==> src/rtl/qspi_pkg.sv <==
// Shared QSPI constants: chip-select channel indices and the default read latency.
package qspi_pkg;

    localparam int CH_FLASH = 0;
    localparam int CH_RAM_A = 1;
    localparam int CH_RAM_B = 2;

    localparam int QSPI_DEFAULT_LAT = 8;

endpackage

==> src/rtl/qspi_delay_stages.sv <==
// Free-running shift array; tap i holds data_in from i+1 cycles ago.
module qspi_delay_stages
    import qspi_pkg::*;
#(
    parameter int DATA_W = 4,
    parameter int DEPTH  = QSPI_DEFAULT_LAT
) (
    input  logic                      clk,
    input  logic                      rst,
    input  logic [DATA_W-1:0]         data_in,
    output logic [DEPTH*DATA_W-1:0]   taps
);

    logic [DATA_W-1:0] stage_r [DEPTH];

    // Shift every cycle; selects have no influence on the array.
    always_ff @(posedge clk or posedge rst) begin
        if (rst) begin
            for (int i = 0; i < DEPTH; i++) begin
                stage_r[i] <= '0;
            end
        end else begin
            stage_r[0] <= data_in;
            for (int i = 1; i < DEPTH; i++) begin
                stage_r[i] <= stage_r[i-1];
            end
        end
    end

    // Flatten the stages onto the tap bus.
    always_comb begin
        taps = '0;
        for (int i = 0; i < DEPTH; i++) begin
            taps[i*DATA_W +: DATA_W] = stage_r[i];
        end
    end

endmodule

==> src/rtl/qspi_latency_line.sv <==
// Per-channel programmable read-data delay for a QSPI controller; tracks the
// active chip select, its latched latency and the fill state of the delay line.
module qspi_latency_line
    import qspi_pkg::*;
#(
    parameter  int DATA_W  = 4,
    parameter  int MAX_LAT = QSPI_DEFAULT_LAT,
    parameter  int NUM_CH  = 3,
    localparam int LAT_W   = $clog2(MAX_LAT + 1),
    localparam int CH_W    = (NUM_CH > 1) ? $clog2(NUM_CH) : 1
) (
    input  logic                      clk,
    input  logic                      rst,
    input  logic [NUM_CH-1:0]         sel_n,
    input  logic [NUM_CH*LAT_W-1:0]   lat_cfg,
    input  logic [DATA_W-1:0]         data_in,
    output logic [DATA_W-1:0]         data_out,
    output logic                      data_out_valid,
    output logic [CH_W-1:0]           active_ch,
    output logic                      sel_conflict
);

    logic [MAX_LAT*DATA_W-1:0] taps_s;
    logic                      live_r;
    logic                      prev_any_r;
    logic [CH_W-1:0]           active_ch_r;
    logic [LAT_W-1:0]          lat_r;
    logic [LAT_W-1:0]          fill_r;
    logic                      conflict_r;

    logic                      any_low_s;
    logic                      multi_low_s;
    logic                      seen_s;
    logic [CH_W-1:0]           low_idx_s;
    logic [LAT_W-1:0]          lat_field_s;
    logic [LAT_W-1:0]          lat_clamped_s;
    logic                      start_s;
    logic [LAT_W-1:0]          lat_cur_s;
    logic [LAT_W-1:0]          fill_cur_s;
    logic                      valid_s;
    logic [DATA_W-1:0]         data_tap_s;

    qspi_delay_stages #(
        .DATA_W (DATA_W),
        .DEPTH  (MAX_LAT)
    ) u_stages (
        .clk     (clk),
        .rst     (rst),
        .data_in (data_in),
        .taps    (taps_s)
    );

    // Select decode: lowest-index low bit wins, more than one low is a conflict.
    always_comb begin
        any_low_s   = 1'b0;
        multi_low_s = 1'b0;
        seen_s      = 1'b0;
        low_idx_s   = '0;
        for (int i = NUM_CH - 1; i >= 0; i--) begin
            if (!sel_n[i]) begin
                low_idx_s = CH_W'(i);
                any_low_s = 1'b1;
                if (seen_s) begin
                    multi_low_s = 1'b1;
                end else begin
                    seen_s = 1'b1;
                end
            end else begin
                seen_s = seen_s;
            end
        end
    end

    // Transaction start, latency selection and fill/valid evaluation.
    always_comb begin
        lat_field_s   = lat_cfg[int'(low_idx_s)*LAT_W +: LAT_W];
        if (lat_field_s > LAT_W'(MAX_LAT)) begin
            lat_clamped_s = LAT_W'(MAX_LAT);
        end else begin
            lat_clamped_s = lat_field_s;
        end
        // Before the first edge after reset the line stays silent; the start is seen one cycle later.
        start_s    = live_r && any_low_s && (!prev_any_r || (low_idx_s != active_ch_r));
        lat_cur_s  = start_s ? lat_clamped_s : lat_r;
        fill_cur_s = start_s ? '0 : fill_r;
        valid_s    = live_r && any_low_s && (fill_cur_s >= lat_cur_s);
    end

    // Tap mux: a latency of L reads the stage that is L cycles old.
    always_comb begin
        data_tap_s = '0;
        for (int i = 0; i < MAX_LAT; i++) begin
            if (lat_cur_s == LAT_W'(i + 1)) begin
                data_tap_s = taps_s[i*DATA_W +: DATA_W];
            end else begin
                data_tap_s = data_tap_s;
            end
        end
        if (!valid_s) begin
            data_out = '0;
        end else if (lat_cur_s == '0) begin
            data_out = data_in;
        end else begin
            data_out = data_tap_s;
        end
        data_out_valid = valid_s;
        active_ch      = start_s ? low_idx_s : active_ch_r;
        sel_conflict   = conflict_r | (multi_low_s & ~rst);
    end

    // Control state: channel/latency latch, saturating fill count, sticky conflict.
    always_ff @(posedge clk or posedge rst) begin
        if (rst) begin
            live_r      <= 1'b0;
            prev_any_r  <= 1'b0;
            active_ch_r <= '0;
            lat_r       <= '0;
            fill_r      <= '0;
            conflict_r  <= 1'b0;
        end else begin
            live_r     <= 1'b1;
            conflict_r <= conflict_r | multi_low_s;
            if (live_r) begin
                prev_any_r <= any_low_s;
                if (start_s) begin
                    active_ch_r <= low_idx_s;
                    lat_r       <= lat_clamped_s;
                end
                if (!any_low_s) begin
                    fill_r <= '0;
                end else if (fill_cur_s == LAT_W'(MAX_LAT)) begin
                    fill_r <= LAT_W'(MAX_LAT);
                end else begin
                    fill_r <= fill_cur_s + LAT_W'(1);
                end
            end
        end
    end

endmodule

==> config.mk <==
export PLATFORM = sky130hd
export DESIGN_NAME = qspi_latency_line
export DESIGN_NICKNAME = d
export VERILOG_FILES = /design/src/rtl/qspi_pkg.sv /design/src/rtl/qspi_delay_stages.sv /design/src/rtl/qspi_latency_line.sv
export SDC_FILE = /design/constraint.sdc
export NUM_CORES = 1
export LEC_CHECK = 0
export CORE_ASPECT_RATIO = 0.5
export CORE_UTILIZATION = 61
export CTS_BUF_LIST = sky130_fd_sc_hd__clkbuf_4 sky130_fd_sc_hd__clkbuf_8
export DETAILED_ROUTE_END_ITERATION = 12
export PLACE_DENSITY = 0.91
export SLEW_MARGIN = 20
export SYNTH_ARGS = -nofsm -noshare
export SYNTH_HDL_FRONTEND = slang
export SYNTH_SLANG_ARGS = --single-unit
==> constraint.sdc <==
create_clock -name clk -period 6.8 [get_ports clk]
set_input_delay 1.36 -clock clk [delete_from_list [all_inputs] [get_ports clk]]
set_output_delay 1.36 -clock clk [all_outputs]
set_load 0.02 [all_outputs]
==> impl_metrics.json <==
{
  "outcome": "completed",
  "worstPathArrival_ps": 5260,
  "cp-end-kind": "primary output",
  "grt_pass1_vias": 1606,
  "multi_input_area_um2": 935,
  "wl_um": 4880,
  "slew_viol_final": 0,
  "drive_gt1_share_pct": 15.1,
  "rrSetupSlack_ps": 4290,
  "vias": 1676,
  "fin_crit_ps": 6620,
  "antenna_found_initial": 0,
  "nFillCells": 192,
  "hold_viol_final": 0,
  "min_period_over_period_pct": 97.4,
  "hp-start": "u_stages.taps[27]",
  "antenna_left": 0,
  "synthDistinctLibCells": 53,
  "timing.rr.start": "live_r",
  "crit_buf_inv": 4,
  "grt_max_degree": 46,
  "area_growth_pct": 20.6,
  "startpoint_type": "input port",
  "cpMostUsedCell": "clkdlybuf4s50_1",
  "cp_max_fo": 11,
  "holdPathEnd": "u_stages.taps[31]",
  "core_area_um2": 3190,
  "finalClockSkew_ps": 9.09,
  "num_rows": 14,
  "crit_chain": "clkdlybuf4s50_1 > a21bo_2 > a311o_1 > nor2_4 > mux2i_2 > inv_2 > ha_1 > nand2b_1 > a21o_1 > a21oi_1 > nor2b_1 > o21ai_0 > buf_4 > nor3_1 > clkdlybuf4s50_1",
  "die_h_um": 44.1,
  "clk_path_buf_depth": 2,
  "grt_usage_pct": 29.2,
  "cts_tree": "built",
  "path_clk_slew_ps": 90,
  "yosysSeqAreaShare_pct": 52.0,
  "crit_type": "in -> out",
  "leakage_nw": 1.20,
  "fmax_mhz": 151,
  "wl_per_cell_um": 17.4,
  "diodes": 0,
  "min_delay_path_depth": 0,
  "drt_iter0_drc": 93,
  "syn_nets": 224,
  "dpl.hpwl_um": 3370,
  "grt_remaining_overflow": 0,
  "h-tree-depth": 2,
  "die-area_um2": 3810,
  "fin_ws_ps": 177,
  "port_buffers": 28,
  "firstDrtPassIters": 4,
  "setup_viol": 0,
  "critPathMaxStageDelay_ps": 670,
  "maxCapViolCount": 0,
  "layout_commonest_cell": "dfrtp_1",
  "syn-instance-count": 197,
  "r2r_end": "fill_r[2]",
  "fin_tns_setup_ps": 0,
  "hold_class": "reg -> reg",
  "timing.hold.ws_ps": 379,
  "gp_congestion": 0.888,
  "reg2regPathDepth": 7,
  "avgViaCountPerCell": 5.99,
  "cts-buffers-inserted": 5,
  "slew_headroom_pct": 64.4,
  "yosys_register_bits": 45,
  "start_util_pct": 68.0,
  "syn-cell-area_um2": 2170,
  "tightest_slew_ps": 535,
  "cpMaxStageDelayCell": "clkdlybuf4s50_1",
  "avgSynthCellArea_um2": 11.0,
  "clk-insertion-delay-late_ps": 310,
  "rsz0062_at_grt": "false",
  "drc": 0,
  "worstPathRequired_ps": 5440,
  "fp.dieW_um": 86.3,
  "cts.sinks": 45,
  "powerDensity_nw_per_um2": 269,
  "yosysWarnings": 0,
  "cts_root_buf": "clkbuf_8",
  "grt_pass1_wl_um": 8000,
  "most-common-layout-cells": "dfrtp_1, clkdlybuf4s50_1, nand2_1",
  "path_delay_family": "buffers and inverters",
  "regArea_um2": 1130,
  "irDropWorstVdd_mv": 0.184,
  "pre_cts_ws_ps": 237,
  "pin_count": 29,
  "nets": 259
}
## state kept, by name (all words and copies together), names as in the netlist
name,cells
conflict_r,1
live_r,1
prev_any_r,1
active_ch_r,2
u_stages.taps,32
lat_r,4
fill_r,4
## power by group
| part | internal (mW) | switching, mW | total [mW] |
|---|---|---|---|
| sequential | 0.288 | 0.0163 | 0.304 |
| combinational | 0.0865 | 0.112 | 0.199 |
| clock | 0.109 | 0.0922 | 0.201 |
## worst max path at each step
| stage | from | endpoint | slack [ps] | cells past startpoint |
|---|---|---|---|---|
| 2_1_floorplan | sel_n[0] | data_out[3] | 1400 | 14 |
| 3_3_place_gp | sel_n[0] | data_out[0] | 410 | 15 |
| 3_5_place_dp | sel_n[0] | data_out[1] | 240 | 15 |
| 4_1_cts | sel_n[0] | data_out[1] | 160 | 15 |
| 5_1_grt | sel_n[1] | data_out[1] | 10 | 15 |
| 6_report | sel_n[1] | data_out[1] | 180 | 15 |
## synth_stat cells, drive strengths merged
master,instances,share of area [%]
nor3,3,0.69
nor2b,4,1.2
o2bb2ai,2,1.1
maj3,1,0.46
nand2b,2,0.58
a31oi,2,0.58
mux2i,9,4.3
ha,6,3.5
a211o,1,0.40
conb,1,0.17
or3,2,0.58
a22oi,1,0.35
o31ai,1,0.35
a21bo,1,0.46
a221oi,7,3.4
nand4,2,0.58
and2b,1,0.40
and4b,4,2.1
o21bai,1,0.35
a32o,1,0.46
nand2,20,3.5
a311o,1,0.46
o21a,1,0.35
buf,6,2.3
a211oi,1,0.35
dfrtp,45,52
mux2,4,2.3
nand3,5,1.2
o211ai,3,1.3
and4bb,1,0.58
nand4b,1,0.40
nor3b,1,0.35
a221o,1,0.52
nor2,13,2.6
a21o,2,0.69
a21boi,1,0.52
o21ai,10,2.3
a21oi,10,2.3
o211a,1,0.46
and3,1,0.35
inv,15,2.6
a311oi,1,0.40
a32oi,1,0.40
## per-layer routing
layer  global-route usage [%]  routed length [um]
met1                     38.9                2150
met2                     47.1                2230
met3                     9.89                 408
met4                     8.00                  78
met5                        0                   0
## per-stage QoR
step                total power [mW]  util, %  area [um^2]  std cells
floorplan                      0.440        -         2170        197
global placement               0.494     78.5         2500        273
detailed placement             0.501     78.5         2500        273
CTS                            0.704     81.9         2610        280
global route                   0.737     81.9         2610        280
finish                         0.704     81.9         2610        280
## cells by family after synthesis
| group | synth area share, % |
|---|---|
| flip-flops | 52.0 |
| adder cells (fa/ha/maj) | 3.93 |
| buffers and inverters | 4.91 |
| AND/OR/NAND/NOR | 15.0 |
| multiplexers | 6.58 |
| AO/OA/AOI/OAI | 17.5 |
| other | 0.173 |
## layout make-up
cell class / instances / area share (%)
Clock buffer: 5 / 2.63
Timing Repair Buffer: 34 / 12.5
Sequential cell: 45 / 43.1
Tap cell: 48 / 2.30
Multi-Input combinational cell: 131 / 35.8
Clock inverter: 2 / 1.48
Inverter: 15 / 2.16
## timing repair
item | in CTS | in global routing
buffers inserted | 0 | 0
endpoints found under the setup margin | 0 | 3
hold buffers | 0 | 0
gates resized for setup | 0 | 1
No activity file was read; power rests on OpenSTA's default activity.
